--- src/rtl/mips_pkg.sv ---
// Shared MIPS core definitions: ALU operation codes, ctrl-bundle bit positions
// and the operand forward-select encoding.
package mips_pkg;

    localparam logic [3:0] ALU_LUI = 4'b0000;
    localparam logic [3:0] ALU_OR  = 4'b0001;
    localparam logic [3:0] ALU_SLL = 4'b0010;
    localparam logic [3:0] ALU_ADD = 4'b0011;
    localparam logic [3:0] ALU_SRL = 4'b0100;
    localparam logic [3:0] ALU_SUB = 4'b0101;
    localparam logic [3:0] ALU_AND = 4'b0110;
    localparam logic [3:0] ALU_NOR = 4'b0111;

    // ctrl bundle layout: {reg_write, mem_read, mem_write, mem_to_reg}
    localparam int CTRL_REG_WRITE  = 3;
    localparam int CTRL_MEM_READ   = 2;
    localparam int CTRL_MEM_WRITE  = 1;
    localparam int CTRL_MEM_TO_REG = 0;

    typedef enum logic [1:0] {
        FWD_RF  = 2'd0,
        FWD_MWB = 2'd1,
        FWD_EXM = 2'd2
    } fwd_sel_t;

endpackage

--- src/rtl/operand_forward_sel.sv ---
// Per-source operand select: EX/MEM beats MEM/WB beats the registered
// register-file value; register $0 is never bypassed.
module operand_forward_sel
    import mips_pkg::*;
#(
    parameter int DATA_W = 32,
    parameter int REG_AW = 5
) (
    input  logic [REG_AW-1:0] i_src,
    input  logic [DATA_W-1:0] i_rf_data,
    input  logic              i_exm_en,
    input  logic [REG_AW-1:0] i_exm_reg,
    input  logic [DATA_W-1:0] i_exm_data,
    input  logic              i_mwb_en,
    input  logic [REG_AW-1:0] i_mwb_reg,
    input  logic [DATA_W-1:0] i_mwb_data,
    output logic [DATA_W-1:0] o_data
);

    fwd_sel_t w_sel;

    always_comb begin
        // NOTE: default every always_comb output first so no path infers a latch.
        w_sel = FWD_RF;
        if (i_src != '0) begin
            if (i_exm_en && (i_exm_reg == i_src)) begin
                w_sel = FWD_EXM;
            end else if (i_mwb_en && (i_mwb_reg == i_src)) begin
                w_sel = FWD_MWB;
            end
        end
    end

    always_comb begin
        o_data = i_rf_data;
        case (w_sel)
            FWD_EXM: o_data = i_exm_data;
            FWD_MWB: o_data = i_mwb_data;
            default: o_data = i_rf_data;
        endcase
    end

endmodule

--- src/rtl/id_ex_operand_stage.sv ---
// ID/EX pipeline register with load-use detection and EX operand selection.
// Define OPERAND_FORWARDING_EN to bypass from EX/MEM and MEM/WB; otherwise every RAW hazard stalls.
module id_ex_operand_stage
    import mips_pkg::*;
#(
    parameter int DATA_W  = 32,
    parameter int REG_AW  = 5,
    parameter int ALUOP_W = 4
) (
    input  logic               clk,
    input  logic               reset,
    input  logic               id_valid_i,
    input  logic [REG_AW-1:0]  id_rs_i,
    input  logic [REG_AW-1:0]  id_rt_i,
    input  logic               id_rt_used_i,
    input  logic [REG_AW-1:0]  id_write_reg_i,
    input  logic [DATA_W-1:0]  id_rs_data_i,
    input  logic [DATA_W-1:0]  id_rt_data_i,
    input  logic [DATA_W-1:0]  id_imm_i,
    input  logic [ALUOP_W-1:0] id_alu_op_i,
    input  logic [4:0]         id_shamt_i,
    input  logic               id_alu_src_i,
    input  logic [3:0]         id_ctrl_i,
    input  logic               stall_i,
    input  logic               flush_i,
    input  logic               exm_reg_write_i,
    input  logic [REG_AW-1:0]  exm_write_reg_i,
    input  logic [DATA_W-1:0]  exm_data_i,
    input  logic               mwb_reg_write_i,
    input  logic [REG_AW-1:0]  mwb_write_reg_i,
    input  logic [DATA_W-1:0]  mwb_data_i,
    output logic               hazard_stall_o,
    output logic               ex_valid_o,
    output logic [ALUOP_W-1:0] alu_operation_o,
    output logic [DATA_W-1:0]  alu_a_o,
    output logic [DATA_W-1:0]  alu_b_o,
    output logic [4:0]         alu_shamt_o,
    output logic [DATA_W-1:0]  ex_store_data_o,
    output logic [REG_AW-1:0]  ex_write_reg_o,
    output logic [3:0]         ex_ctrl_o
);

    typedef struct packed {
        logic               valid;
        logic [3:0]         ctrl;
        logic [REG_AW-1:0]  write_reg;
        logic [REG_AW-1:0]  rs;
        logic [REG_AW-1:0]  rt;
        logic [ALUOP_W-1:0] alu_op;
        logic [4:0]         shamt;
        logic               alu_src;
        logic [DATA_W-1:0]  rs_data;
        logic [DATA_W-1:0]  rt_data;
        logic [DATA_W-1:0]  imm;
    } stage_t;

    stage_t             r_ex;
    stage_t             w_id;
    logic               w_load_use;
    logic [DATA_W-1:0]  w_rs_fwd;
    logic [DATA_W-1:0]  w_rt_fwd;

    function automatic logic reads_dst(input logic [REG_AW-1:0] dst, input logic [REG_AW-1:0] rs,
                                       input logic [REG_AW-1:0] rt, input logic rt_used);
        return (dst != '0) && ((dst == rs) || (rt_used && (dst == rt)));
    endfunction

    assign w_load_use = id_valid_i && r_ex.valid && r_ex.ctrl[CTRL_MEM_READ]
                        && reads_dst(r_ex.write_reg, id_rs_i, id_rt_i, id_rt_used_i);

`ifdef OPERAND_FORWARDING_EN
    localparam logic FWD_EN = 1'b1;
    assign hazard_stall_o = w_load_use;
`else
    localparam logic FWD_EN = 1'b0;
    logic w_raw_stall;
    // The register file does not bypass, so any in-flight writer of an ID source must drain first.
    assign w_raw_stall = id_valid_i && (
        (r_ex.valid && r_ex.ctrl[CTRL_REG_WRITE] && reads_dst(r_ex.write_reg, id_rs_i, id_rt_i, id_rt_used_i))
        || (exm_reg_write_i && reads_dst(exm_write_reg_i, id_rs_i, id_rt_i, id_rt_used_i))
        || (mwb_reg_write_i && reads_dst(mwb_write_reg_i, id_rs_i, id_rt_i, id_rt_used_i)));
    assign hazard_stall_o = w_load_use || w_raw_stall;
`endif

    always_comb begin
        w_id           = '0;
        w_id.valid     = id_valid_i;
        w_id.ctrl      = id_ctrl_i;
        w_id.write_reg = id_write_reg_i;
        w_id.rs        = id_rs_i;
        w_id.rt        = id_rt_i;
        w_id.alu_op    = id_alu_op_i;
        w_id.shamt     = id_shamt_i;
        w_id.alu_src   = id_alu_src_i;
        w_id.rs_data   = id_rs_data_i;
        w_id.rt_data   = id_rt_data_i;
        w_id.imm       = id_imm_i;
    end

    // Flush beats stall; a load-use bubble only enters when the pipe is moving.
    always_ff @(posedge clk or negedge reset) begin
        // NOTE: registered state uses non-blocking assignments so every flop samples pre-edge values.
        if (!reset) begin
            r_ex <= '0;
        end else if (flush_i || (!stall_i && hazard_stall_o)) begin
            r_ex <= '0;
        end else if (!stall_i) begin
            r_ex <= w_id;
        end
    end

    operand_forward_sel #(.DATA_W(DATA_W), .REG_AW(REG_AW)) u_fwd_rs (
        .i_src      (r_ex.rs),
        .i_rf_data  (r_ex.rs_data),
        .i_exm_en   (FWD_EN & exm_reg_write_i),
        .i_exm_reg  (exm_write_reg_i),
        .i_exm_data (exm_data_i),
        .i_mwb_en   (FWD_EN & mwb_reg_write_i),
        .i_mwb_reg  (mwb_write_reg_i),
        .i_mwb_data (mwb_data_i),
        .o_data     (w_rs_fwd)
    );

    operand_forward_sel #(.DATA_W(DATA_W), .REG_AW(REG_AW)) u_fwd_rt (
        .i_src      (r_ex.rt),
        .i_rf_data  (r_ex.rt_data),
        .i_exm_en   (FWD_EN & exm_reg_write_i),
        .i_exm_reg  (exm_write_reg_i),
        .i_exm_data (exm_data_i),
        .i_mwb_en   (FWD_EN & mwb_reg_write_i),
        .i_mwb_reg  (mwb_write_reg_i),
        .i_mwb_data (mwb_data_i),
        .o_data     (w_rt_fwd)
    );

    assign ex_valid_o      = r_ex.valid;
    assign ex_ctrl_o       = r_ex.ctrl;
    assign ex_write_reg_o  = r_ex.write_reg;
    assign alu_operation_o = r_ex.alu_op;
    assign alu_shamt_o     = r_ex.shamt;
    assign alu_a_o         = w_rs_fwd;
    assign alu_b_o         = r_ex.alu_src ? r_ex.imm : w_rt_fwd;
    assign ex_store_data_o = w_rt_fwd;

endmodule

--- config.mk ---
export PLATFORM = sky130hd
export DESIGN_NAME = id_ex_operand_stage
export DESIGN_NICKNAME = d
export VERILOG_FILES = /design/src/rtl/mips_pkg.sv /design/src/rtl/operand_forward_sel.sv /design/src/rtl/id_ex_operand_stage.sv
export SDC_FILE = /design/constraint.sdc
export NUM_CORES = 1
export LEC_CHECK = 0
export CORE_AREA = 2 2 127 129
export DETAILED_ROUTE_END_ITERATION = 6
export DIE_AREA = 0 0 129 131
export PLACE_DENSITY = 0.78
export REMOVE_ABC_BUFFERS = 1
export SETUP_SLACK_MARGIN = 0.5
export SKIP_CTS_REPAIR_TIMING = 1
export SLEW_MARGIN = 20
export SYNTH_ARGS = -nofsm -noshare
export SYNTH_HDL_FRONTEND = slang
export SYNTH_SLANG_ARGS = --single-unit
--- constraint.sdc ---
create_clock -name clk -period 2.5 [get_ports clk]
set_input_delay 0.375 -clock clk [delete_from_list [all_inputs] [get_ports clk]]
set_output_delay 0.375 -clock clk [all_outputs]
set_load 0.005 [all_outputs]
; ---- Word level (Yosys, flattened, before mapping)
; Cells that the tools add are included.
[word_totals]
regBits = 116
input_bits = 207
out_inout_bits = 116
word_cells = 45
[classes]
eq_ne = 7
mux = 3
reduce_logical = 26
[ops]
columns = cell, n
row1 = $mux W126, 2
row2 = $mux W32, 1
row3 = $eq A5 B5 Y1, 6
row4 = $logic_and A1 B1 Y1, 15
row5 = $reduce_bool A5 Y1, 3
row6 = $logic_or A1 B1 Y1, 7
row7 = $ne A2 B1 Y1 const B, 1
row8 = $logic_not A1 Y1, 1

; ---- Longest topological paths before layout
; Gate-level depths: netlist of run 1.
[logic_depth]
depth_word = 12
ltp_mapped = 8
ltp_nobuf = 6

; ---- Cells and area by module
; Synthesis of run 1 repeated with hierarchy kept, for this count alone.
[hier_totals]
hier_cells = 651
area_unflattened_um2 = 6821.5
[by_module_without_submodules]
columns = mod, instances, cells_per_inst, area_per_inst_um2, seq_area_each_um2
row1 = id_ex_operand_stage, 1, 389, 5330.1, 3153.0
row2 = operand_forward_sel, 2, 131, 745.7, 0.0

; ---- Worst setup path after synthesis of run 1
; Ideal clock, no wire load.
[synth_path]
kind = register to register
startpoint = reg r_ex (netlist bit ex_write_reg_o[3])
endpoint = reg r_ex[10] (netlist name)
arrival_ps = 2075
setup_slack_ps = 359
path_stages_with_launch = 8
n_path_buf = 2
period_less_slack_ps = 2141
cell_sequence = dfrtp_1 > or4_1 > o221ai_1 > o22ai_1 > o41ai_4 > buf_2 > buf_4 > a22o_1
[synth_between]
elab_chain_cells = 12
[synth_rtl]
columns = item, line
row1 = start: declaration, id_ex_operand_stage.sv:57  ; stage_t r_ex;
row2 = start signal: assignment, id_ex_operand_stage.sv:108  ; r_ex <= w_id;
row3 = $eq A5 B5 Y1, id_ex_operand_stage.sv:65  ; return (dst != '0) && ((dst == rs) || (rt_used && (dst == rt)));
row4 = $logic_and A1 B1 Y1, id_ex_operand_stage.sv:65
row5 = $logic_or A1 B1 Y1, id_ex_operand_stage.sv:65
row6 = $logic_and A1 B1 Y1 *, id_ex_operand_stage.sv:65
row7 = $logic_and A1 B1 Y1, id_ex_operand_stage.sv:79  ; (r_ex.valid && r_ex.ctrl[CTRL_REG_WRITE] && reads_dst(r_ex.write_reg, id_rs_i, id_rt_i, id_rt_used_i))
row8 = $logic_or A1 B1 Y1, id_ex_operand_stage.sv:80  ; || (exm_reg_write_i && reads_dst(exm_write_reg_i, id_rs_i, id_rt_i, id_rt_used_i))
row9 = $logic_or A1 B1 Y1, id_ex_operand_stage.sv:81  ; || (mwb_reg_write_i && reads_dst(mwb_write_reg_i, id_rs_i, id_rt_i, id_rt_used_i)));
row10 = $logic_and A1 B1 Y1, id_ex_operand_stage.sv:78  ; assign w_raw_stall = id_valid_i && (
row11 = $logic_or A1 B1 Y1 *, id_ex_operand_stage.sv:82  ; assign hazard_stall_o = w_load_use || w_raw_stall;
row12 = $logic_and A1 B1 Y1 *, id_ex_operand_stage.sv:105  ; end else if (flush_i || (!stall_i && hazard_stall_o)) begin
row13 = $logic_or A1 B1 Y1 *, id_ex_operand_stage.sv:105
row14 = $ne A2 B1 Y1 (no line) or $mux W126 (tied branches), --
; Every way passes the cells marked *; elsewhere a longest branch is shown, timed or not.
; A chain may end at the register's enable or synchronous reset.

; ---- Worst setup path after layout of run 1
[layout_path]
startpoint = reg r_ex (netlist bit ex_write_reg_o[4])
endpoint = reg r_ex[22] (netlist name)
; The elaborated chain is that of the path after synthesis.

==> results.sh, run 1 <==
export IMPL_status="complete, no violations"
export IMPL_fin_crit_sh_pct=96.53
export IMPL_drc=0
export IMPL_crit_family="compound AO/OA/AOI/OAI gates"
export IMPL_clkTransAtPathRegs_ns=0.06
export IMPL_synthMuxAreaShare_pct=6.593
export IMPL_hold_viol_final=0
export IMPL_synth_seq_cells=116
export IMPL_synth_top_family_by_area="compound AO/OA/AOI/OAI gates"
export IMPL_gp_congestion=0.9318
export IMPL_cpMaxStageDelayCell="or4_4"
export IMPL_synth_area_um2=5465
export IMPL_worstSetupStartpointType="register"
export IMPL_post_dp_hpwl_um=10920
export IMPL_cp_data_arrival_time_ns=2.75
export IMPL_placement_rows=46
export IMPL_dpl_cell_count=827
export IMPL_clock_sinks=116
export IMPL_start_util_pct=35.04
export IMPL_postRouteAntennaNets=0
export IMPL_yosysTopAreaCellShare_pct=53.11
export IMPL_io_pins=323
export IMPL_fin_nets=870
export IMPL_powerDensity_nw_per_um2=665.9
export IMPL_drive_gt1_share_pct=20.86
export IMPL_power_mw=6.052
export IMPL_die_height_um=131
export IMPL_worstMarginPinSlew_ns=0.3903
export IMPL_maxSlewViolCount=0
export IMPL_crit_chain="or4_4 -> o221ai_2 -> o22ai_2 -> buf_4 -> buf_6 -> o41ai_4 -> buf_6 -> clkbuf_16 -> a22o_1"
export IMPL_fin_crit_ns=2.413
export IMPL_postPlaceCellArea_um2=7901
export IMPL_max_cap_viol_count=0
export IMPL_via_per_inst=4.998
export IMPL_ctsRootBufferMaster="clkbuf_16"
export IMPL_synthTopCellsByArea="dfrtp_1, a22o_1, buf_4"
export IMPL_cts_tree="yes"
export IMPL_crit_top_cell="buf_6"
export IMPL_yosysTopAreaCell="dfrtp_1"
export IMPL_min_path_type="input port to async pin"
export IMPL_wirelength_um=16800
export IMPL_p_leak_nw=4.541
export IMPL_regArea_um2=2908
export IMPL_instances_no_fill=892
export IMPL_crit_path_max_incr_delay_ns=0.54
export IMPL_wire_per_inst_um=18.83
export IMPL_first_pass_iters=5
export IMPL_synthCells=431
export IMPL_setup_viol=0
export IMPL_avgSynthCellArea_um2=12.68
export IMPL_slew_headroom_pct=73.98
export IMPL_setup_worst_path_end_class="register"
export IMPL_synth_simple_area_share_pct=1.832
export IMPL_core_area_um2=15600
export IMPL_multi_input_area_um2=1849
export IMPL_dieArea_um2=16900
export IMPL_vias=4458
export IMPL_whs_ns=0.4184
export IMPL_skew_ns=0.01215
export IMPL_cp_num_buf_inv=4
export IMPL_max_freq_mhz=414.4
export IMPL_grt_pass1_wl_um=23090
export IMPL_rsz0062_at_grt="true"
export IMPL_grt_max_degree=70
export IMPL_postLayoutCellArea_um2=9089
export IMPL_diodes=0
export IMPL_cts_buffers=17
export IMPL_clockBufferDepth=2
export IMPL_insertion_delay_ns=0.41
export IMPL_antenna_found_initial=0
export IMPL_grt_pass1_vias=4439
export IMPL_yosys_warnings=0
export IMPL_fillerInstances=1244
export IMPL_grt_usage_pct=17.74
export IMPL_io_buffer_count=258
export IMPL_synthToLayoutAreaGrowth_pct=66.30
export IMPL_crit_fanout=8
export IMPL_overflow=0
export IMPL_criticalPathCategory="register to register"
export IMPL_htree_levels=4
export IMPL_yosys_cell_types_count=24
export IMPL_synth_xor_area_share_pct=4.808
export IMPL_die_w_um=129
export IMPL_synth_fa_ha_area_share_pct=0
export IMPL_ys_seq_area_share_pct=53.11
export IMPL_required_ns=2.84
export IMPL_ir_drop_uv=402.3
export IMPL_drt_initial_drc_count=152
export IMPL_setup_tns_ns=0
export IMPL_synth_compound_area_share_pct=20.03
[synth_stat cells]
master,instances
o22ai_1,1
clkbuf_1,23
o21a_1,1
nor4_1,3
or4b_2,1
buf_2,1
a22o_1,115
xor2_1,25
nand3_1,2
a32oi_1,2
o221ai_1,1
nand2_1,1
nor3_1,3
dfrtp_1,116
o41ai_4,1
nor2b_1,1
or3_1,1
or4_1,3
nor2_1,2
mux2_2,32
a21oi_1,2
xnor2_1,5
buf_4,87
o21ai_1,2
[registers in the layout (all words and copies together) (netlist names)]
name / flops
ex_ctrl_o: 4
ex_write_reg_o: 5
alu_operation_o: 4
alu_shamt_o: 5
ex_valid_o: 1
r_ex: 97
[logic make-up (layout without fill, tap and decap cells)]
| logic type | Yosys count | in the layout |
|---|---|---|
| AOI/OAI and AO/OA | 125 | 125 |
| muxes | 32 | 32 |
| and+or+nand+nor | 17 | 17 |
| DFF | 116 | 116 |
| xor gates and xnor gates | 30 | 30 |
| buffers and inverters | 111 | 356 |
[metal layers]
layer  track usage (%)  part of all wire, %  vias up
li1                  -                    -     1983
met1             20.77                   40     2226
met2             29.54                   50      217
met3             7.370                  7.4       32
met4             6.202                  2.3        0
met5                 0                    0        -
[worst paths after layout]
path	startpoint	endpoint	slack, ns	cells past startpoint
setup / recovery	ex_write_reg_o[4]	r_ex[22]	0.09	9
hold / removal	reset	r_ex[92]	0.42	2
setup reg to reg	ex_write_reg_o[4]	r_ex[22]	0.09	9
hold reg to reg	r_ex[16]	r_ex[16]	0.50	1
max in group asynchronous	reset	r_ex[3]	1.39	3
min in group clk	r_ex[16]	r_ex[16]	0.50	1
[metrics by stage]
step                setup WS [ns]  utilization (%)
detailed placement        -0.2755            50.66
floorplan                  -2.257                -
global placement          -0.2567            50.66
CTS                       -0.3109            54.85
global route             0.006249            58.27
finish                    0.08687            58.27
[layout make-up]
class	count	area share [%]
Sequential cell	116	31.99
Clock buffer	18	4.722
Timing Repair Buffer	324	37.50
Tap cell	216	2.974
Multi-Input combinational cell	204	20.35
Clock inverter	14	2.464
[power by group]
group / internal (mW) / switching (mW) / leakage, nW / total (mW)
Clock: 1.78 / 0.918 / 0.316 / 2.70
Combinational: 0.787 / 0.417 / 2.71 / 1.20
Sequential: 2.03 / 0.112 / 1.51 / 2.14
Total: 4.60 / 1.45 / 4.54 / 6.05
[cells in the final DEF (no fill, tap or decap), drive strengths merged]
| cell type | Yosys | routed |
|---|---|---|
| clkinv | 0 | 4 |
| a22o | 115 | 115 |
| clkdlybuf4s50 | 0 | 218 |
| dfrtp | 116 | 116 |
| a32oi | 2 | 2 |
| or3 | 1 | 1 |
| or4 | 3 | 3 |
| o221ai | 1 | 1 |
| clkbuf | 23 | 24 |
| inv | 0 | 4 |
| xnor2 | 5 | 5 |
| o41ai | 1 | 1 |
| dlymetal6s2s | 0 | 39 |
| a21oi | 2 | 2 |
| nand3 | 2 | 2 |
| clkinvlp | 0 | 1 |
| buf | 88 | 60 |
| dlygate4sd3 | 0 | 1 |
| o21a | 1 | 1 |
| o22ai | 1 | 1 |
| mux2 | 32 | 32 |
| nand2 | 1 | 1 |
| nor2b | 1 | 1 |
| o21ai | 2 | 2 |
| nor4 | 3 | 3 |
| nor2 | 2 | 2 |
| nor3 | 3 | 3 |
| or4b | 1 | 1 |
| xor2 | 25 | 25 |
| bufinv | 0 | 5 |
Note: power is estimated with default switching activity, not from simulation.
==> run 2, diff against run 1 <==
--- a/config.mk
+++ b/config.mk
@@ -5,10 +5,13 @@
 export SDC_FILE = /design/constraint.sdc
 export NUM_CORES = 1
 export LEC_CHECK = 0
-export CORE_AREA = 2 2 127 129
+export CELL_PAD_IN_SITES_DETAIL_PLACEMENT = 1
+export CELL_PAD_IN_SITES_GLOBAL_PLACEMENT = 1
+export CORE_ASPECT_RATIO = 1.1
+export CORE_UTILIZATION = 28
 export DETAILED_ROUTE_END_ITERATION = 6
-export DIE_AREA = 0 0 129 131
-export PLACE_DENSITY = 0.78
+export MAX_ROUTING_LAYER = met4
+export PLACE_DENSITY = 0.82
 export REMOVE_ABC_BUFFERS = 1
 export SETUP_SLACK_MARGIN = 0.5
 export SKIP_CTS_REPAIR_TIMING = 1
==> results.sh, run 2 (synthesized netlist as in run 1, its figures left out) <==
export IMPL_status="complete, no violations"
export IMPL_largest_reg_flops=97
export IMPL_vias=4365
export IMPL_wire_per_inst_um=19.99
export IMPL_clkTransAtPathRegs_ns=0.06
export IMPL_ctsRootBufferMaster="clkbuf_16"
export IMPL_drt_initial_drc_count=130
export IMPL_maxSlewViolCount=0
export IMPL_p_leak_nw=4.316
export IMPL_cts_buffers=17
export IMPL_slew_headroom_pct=57.08
export IMPL_wirelength_um=18210
export IMPL_diodes=0
export IMPL_setup_worst_path_end_class="output pin"
export IMPL_drive_gt1_share_pct=20.03
export IMPL_grt_pass1_vias=4912
export IMPL_fin_nets=858
export IMPL_ir_drop_uv=446.4
export IMPL_cts_tree="yes"
export IMPL_cp_data_arrival_time_ns=2.04
export IMPL_postRouteAntennaNets=0
export IMPL_htree_levels=4
export IMPL_powerDensity_nw_per_um2=634.3
export IMPL_criticalPathCategory="input port to output pin"
export IMPL_r2r_cells=8
export IMPL_setup_tns_ns=0
export IMPL_fin_crit_ns=2.417
export IMPL_grt_max_degree=117
export IMPL_dpl_cell_count=852
export IMPL_insertion_delay_ns=0.41
export IMPL_grt_pass1_wl_um=27100
export IMPL_io_buffer_count=258
export IMPL_grt_usage_pct=18.25
export IMPL_max_cap_viol_count=0
export IMPL_first_pass_iters=5
export IMPL_required_ns=2.12
export IMPL_instances_no_fill=911
export IMPL_overflow=0
export IMPL_hold_viol_final=0
export IMPL_synthToLayoutAreaGrowth_pct=61.95
export IMPL_clock_sinks=116
export IMPL_antenna_found_initial=0
export IMPL_regMostFlops="r_ex"
export IMPL_crit_fanout=3
export IMPL_drc=0
export IMPL_setup_viol=0
export IMPL_rsz0062_at_grt="true"
export IMPL_io_pins=323
export IMPL_start_util_pct=28.62
export IMPL_max_freq_mhz=413.8
export IMPL_layout_common_cells="clkdlybuf4s50_1, a22o_1, dfrtp_1"
export IMPL_fin_crit_sh_pct=96.67
export IMPL_placement_rows=53
export IMPL_min_path_type="input port to async pin"
export IMPL_worstMarginPinSlew_ns=0.6438
export IMPL_clockBufferDepth=2
export IMPL_skew_ns=0.01224
export IMPL_die_height_um=148.5
export IMPL_post_dp_hpwl_um=12450
export IMPL_via_per_inst=4.791
export IMPL_die_w_um=135.2
export IMPL_gp_congestion=0.8404
export IMPL_worstSetupStartpointType="input port"
export IMPL_dieArea_um2=20080
export IMPL_core_area_um2=19100
export IMPL_final_common_cell="clkdlybuf4s50_1"
run 2: changes by cell type in the layout (fill, tap and decap cells not counted), moves of 2 or more:
cell             previous run  this run
bufinv_16                   5         0
clkinvlp_4                  1         3
buf_12                      6        11
inv_6                       4         6
clkbuf_16                  23        19
buf_6                      10         1
dlymetal6s2s_1             39        30
buf_4                      42        40
clkdlybuf4s50_1           218       224
clkbuf_2                    0         2
run 2: power by group:
group / total [mW] / internal (mW) / switching, mW
combinational: 1.18 / 0.765 / 0.416
clock: 2.28 / 1.32 / 0.961
sequential: 2.15 / 2.03 / 0.121
run 2: layout make-up:
class	count	area [µm²]
Tap cell	247	309.0
Multi-Input combinational cell	204	1849
Timing Repair Buffer	312	3229
Fill cell	1969	10250
Clock buffer	18	439.2
Sequential cell	116	2907
Clock inverter	14	117.6
run 2: worst max-delay path, stage by stage:
cell and delay, ns:
clkdlybuf4s50_1 0.59, xor2_1 0.26, nor3_1 0.10, a32oi_1 0.25, o22ai_2 0.13, o21a_1 0.20
buf_2 0.12
run 2: worst paths after layout:
check | start | endpoint | slack (ns)
setup / recovery | id_rs_i[2] | hazard_stall_o | 0.08
hold / removal | reset | r_ex[29] | 0.05
setup reg to reg | ex_write_reg_o[4] | r_ex[56] | 0.13
hold reg to reg | r_ex[27] | r_ex[27] | 0.51
max in group asynchronous | reset | r_ex[96] | 1.93
min in group clk | r_ex[27] | r_ex[27] | 0.51
run 2: stage by stage:
| step | cell area [µm²] | setup slack [ns] | hold slack (ns) | utilization, % | power (mW) |
|---|---|---|---|---|---|
| after global placement | 7908 | -0.2454 | 0.4827 | 41.40 | 3.251 |
| final | 8851 | 0.08324 | 0.05134 | 46.34 | 5.614 |
| after floorplan | 4721 | -2.257 | 0.07941 | - | 2.490 |
| after global routing | 8851 | -0.001630 | 0.1031 | 46.34 | 5.873 |
| after detailed placement | 7908 | -0.2943 | 0.4899 | 41.40 | 3.294 |
| after CTS | 8464 | -0.3147 | 0.08073 | 44.32 | 5.616 |
run 2: routing by layer:
metal	routed length (µm)	track usage [%]	up-vias	share of wire (%)
met1	7345	20.59	2200	40
li1	-	-	1950	-
met3	981	4.431	28	5.4
met2	9542	31.36	187	52
met4	340	6.236	0	1.9
met5	0	-	-	0
==> run 3, diff against run 2 <==
--- a/config.mk
+++ b/config.mk
@@ -8,10 +8,11 @@
 export CELL_PAD_IN_SITES_DETAIL_PLACEMENT = 1
 export CELL_PAD_IN_SITES_GLOBAL_PLACEMENT = 1
 export CORE_ASPECT_RATIO = 1.1
-export CORE_UTILIZATION = 28
+export CORE_MARGIN = 5
+export CORE_UTILIZATION = 30
 export DETAILED_ROUTE_END_ITERATION = 6
 export MAX_ROUTING_LAYER = met4
-export PLACE_DENSITY = 0.82
+export PLACE_DENSITY = 0.87
 export REMOVE_ABC_BUFFERS = 1
 export SETUP_SLACK_MARGIN = 0.5
 export SKIP_CTS_REPAIR_TIMING = 1
==> constraint.sdc (replaced) <==
create_clock -name clk -period 2.9 [get_ports clk]
set_input_delay 0.435 -clock clk [delete_from_list [all_inputs] [get_ports clk]]
set_output_delay 0.435 -clock clk [all_outputs]
set_load 0.005 [all_outputs]
==> results.sh, run 3 (synthesized netlist as in run 1, its figures left out) <==
export IMPL_post_dp_hpwl_um=14030
export IMPL_crit_fanout=3
export IMPL_postRouteAntennaNets=0
export IMPL_clockBufferDepth=2
export IMPL_largest_reg_flops=97
export IMPL_rsz0062_at_grt="true"
export IMPL_whs_ns=0.001419
export IMPL_overflow=0
export IMPL_gp_congestion=0.8719
export IMPL_clock_sinks=116
export IMPL_ctsRootBufferMaster="clkbuf_16"
export IMPL_r2r_end="r_ex[85]"
export IMPL_regArea_um2=2909
export IMPL_via_per_inst=4.856
export IMPL_fin_crit_ns=2.488
export IMPL_regMostFlops="r_ex"
export IMPL_io_pins=323
export IMPL_cts_buffers=17
export IMPL_crit_chain="clkdlybuf4s50_1 -> xor2_1 -> nor4_1 -> nand3_1 -> a21oi_2 -> o21a_1 -> dlymetal6s2s_1"
export IMPL_vias=4264
export IMPL_worstSetupStartpointType="input port"
export IMPL_synthToLayoutAreaGrowth_pct=56.52
export IMPL_placement_rows=51
export IMPL_skew_ns=0.01147
export IMPL_cp_data_arrival_time_ns=2.05
export IMPL_fin_crit_sh_pct=85.79
export IMPL_setup_worst_path_end_class="output pin"
export IMPL_dieArea_um2=21020
export IMPL_layout_common_cells="clkdlybuf4s50_1, a22o_1, dfrtp_1"
export IMPL_io_buffer_count=258
export IMPL_multi_input_area_um2=1867
export IMPL_ir_drop_uv=369.3
export IMPL_r2r_cells=8
export IMPL_fillerInstances=1800
export IMPL_criticalPathCategory="input port to output pin"
export IMPL_final_common_cell="clkdlybuf4s50_1"
export IMPL_start_util_pct=30.70
export IMPL_min_path_type="input port to async pin"
export IMPL_power_mw=4.793
export IMPL_cts_tree="yes"
export IMPL_htree_levels=4
export IMPL_first_pass_iters=7
export IMPL_die_height_um=151.6
export IMPL_antenna_found_initial=1
export IMPL_grt_pass1_wl_um=28590
export IMPL_r2r_start="ex_write_reg_o[3]"
export IMPL_setup_viol=0
export IMPL_core_area_um2=17800
export IMPL_clkTransAtPathRegs_ns=0.07
export IMPL_slew_headroom_pct=56.50
export IMPL_hold_viol_final=0
export IMPL_cpMaxStageDelayCell="clkdlybuf4s50_1"
export IMPL_die_w_um=138.7
export IMPL_drc=0
export IMPL_wire_per_inst_um=21.86
export IMPL_required_ns=2.47
export IMPL_insertion_delay_ns=0.41
export IMPL_max_cap_viol_count=0
export IMPL_maxSlewViolCount=0
export IMPL_crit_path_max_incr_delay_ns=0.46
export IMPL_fin_nets=833
export IMPL_worstMarginPinSlew_ns=0.6525
export IMPL_status="complete, no violations"
export IMPL_wirelength_um=19190
export IMPL_grt_usage_pct=17.95
export IMPL_drt_initial_drc_count=108
export IMPL_drive_gt1_share_pct=17.06
export IMPL_grt_pass1_vias=5113
export IMPL_powerDensity_nw_per_um2=560.3
export IMPL_max_freq_mhz=402.0
export IMPL_r2r_setup_slack_ns=0.55
export IMPL_grt_max_degree=62
export IMPL_p_leak_nw=3.899
run 3: changes by cell type in the layout (fill, tap and decap cells not counted), moves of 2 or more:
cell             change
buf_4               -16
dlymetal6s2s_1      -10
buf_12               -6
clkbuf_2             -2
dfrtp_2              +2
o21ai_2              +2
dfrtp_1              -2
o21ai_1              -2
clkdlybuf4s50_1     +13
clkinv_4             +2
run 3: worst max-delay path: cells and delay by family:
family | cells | cell delay (ns)
XOR/XNOR | 1 | 0.17
buffers and inverters | 2 | 0.59
AO/OA/AOI/OAI | 2 | 0.40
AND/OR/NAND/NOR | 2 | 0.44
run 3: power by group:
group	switching, mW	internal [mW]	leakage (nW)	total (mW)
Sequential	0.102	1.75	1.51	1.85
Combinational	0.356	0.622	2.13	0.978
Clock	0.844	1.12	0.260	1.96
Total	1.30	3.49	3.90	4.79
run 3: area by class of cell:
| type | instances | share of cell area, % |
|---|---|---|
| well taps | 238 | 3.481 |
| flip-flops and latches | 116 | 34.01 |
| clock buffers | 18 | 5.017 |
| clock inverters | 14 | 1.419 |
| multi-input cells | 204 | 21.82 |
| repair buffers | 287 | 34.23 |
| diodes | 1 | 0.02925 |
run 3: metal layers:
metal / vias to the layer above / routed length, µm / GRT usage (%) / share of wire, %
met5: - / 0 / - / 0
met4: 0 / 430 / 5.871 / 2.2
met3: 30 / 1158 / 5.618 / 6.0
met2: 192 / 10260 / 32.59 / 53
met1: 2147 / 7338 / 18.74 / 38
li1: 1895 / - / - / -
run 3: worst max-delay path by stage:
stage | start | endpoint | slack (ns) | depth (start not counted)
CTS | id_rt_i[0] | hazard_stall_o | -0.15 | 7
detailed placement | id_rt_i[0] | hazard_stall_o | -0.14 | 7
global route | exm_write_reg_i[4] | hazard_stall_o | 0.32 | 7
finish | exm_write_reg_i[4] | hazard_stall_o | 0.41 | 7
floorplan | flush_i | alu_operation_o[0] | -1.92 | 2
global placement | id_rt_i[0] | hazard_stall_o | -0.05 | 7
run 3: metrics by stage:
step                std cells  setup WS (ns)  instance area, µm²  setup TNS [ns]  util [%]
floorplan                 320         -1.917                4721         -220.50         -
global placement          838       -0.05043                7835        -0.05043     44.01
detailed placement        838        -0.1401                7835          -1.819     44.01
CTS                       870        -0.1486                8386         -0.1486     47.10
global route              878         0.3218                8554               0     48.05
finish                    878         0.4122                8554               0     48.05
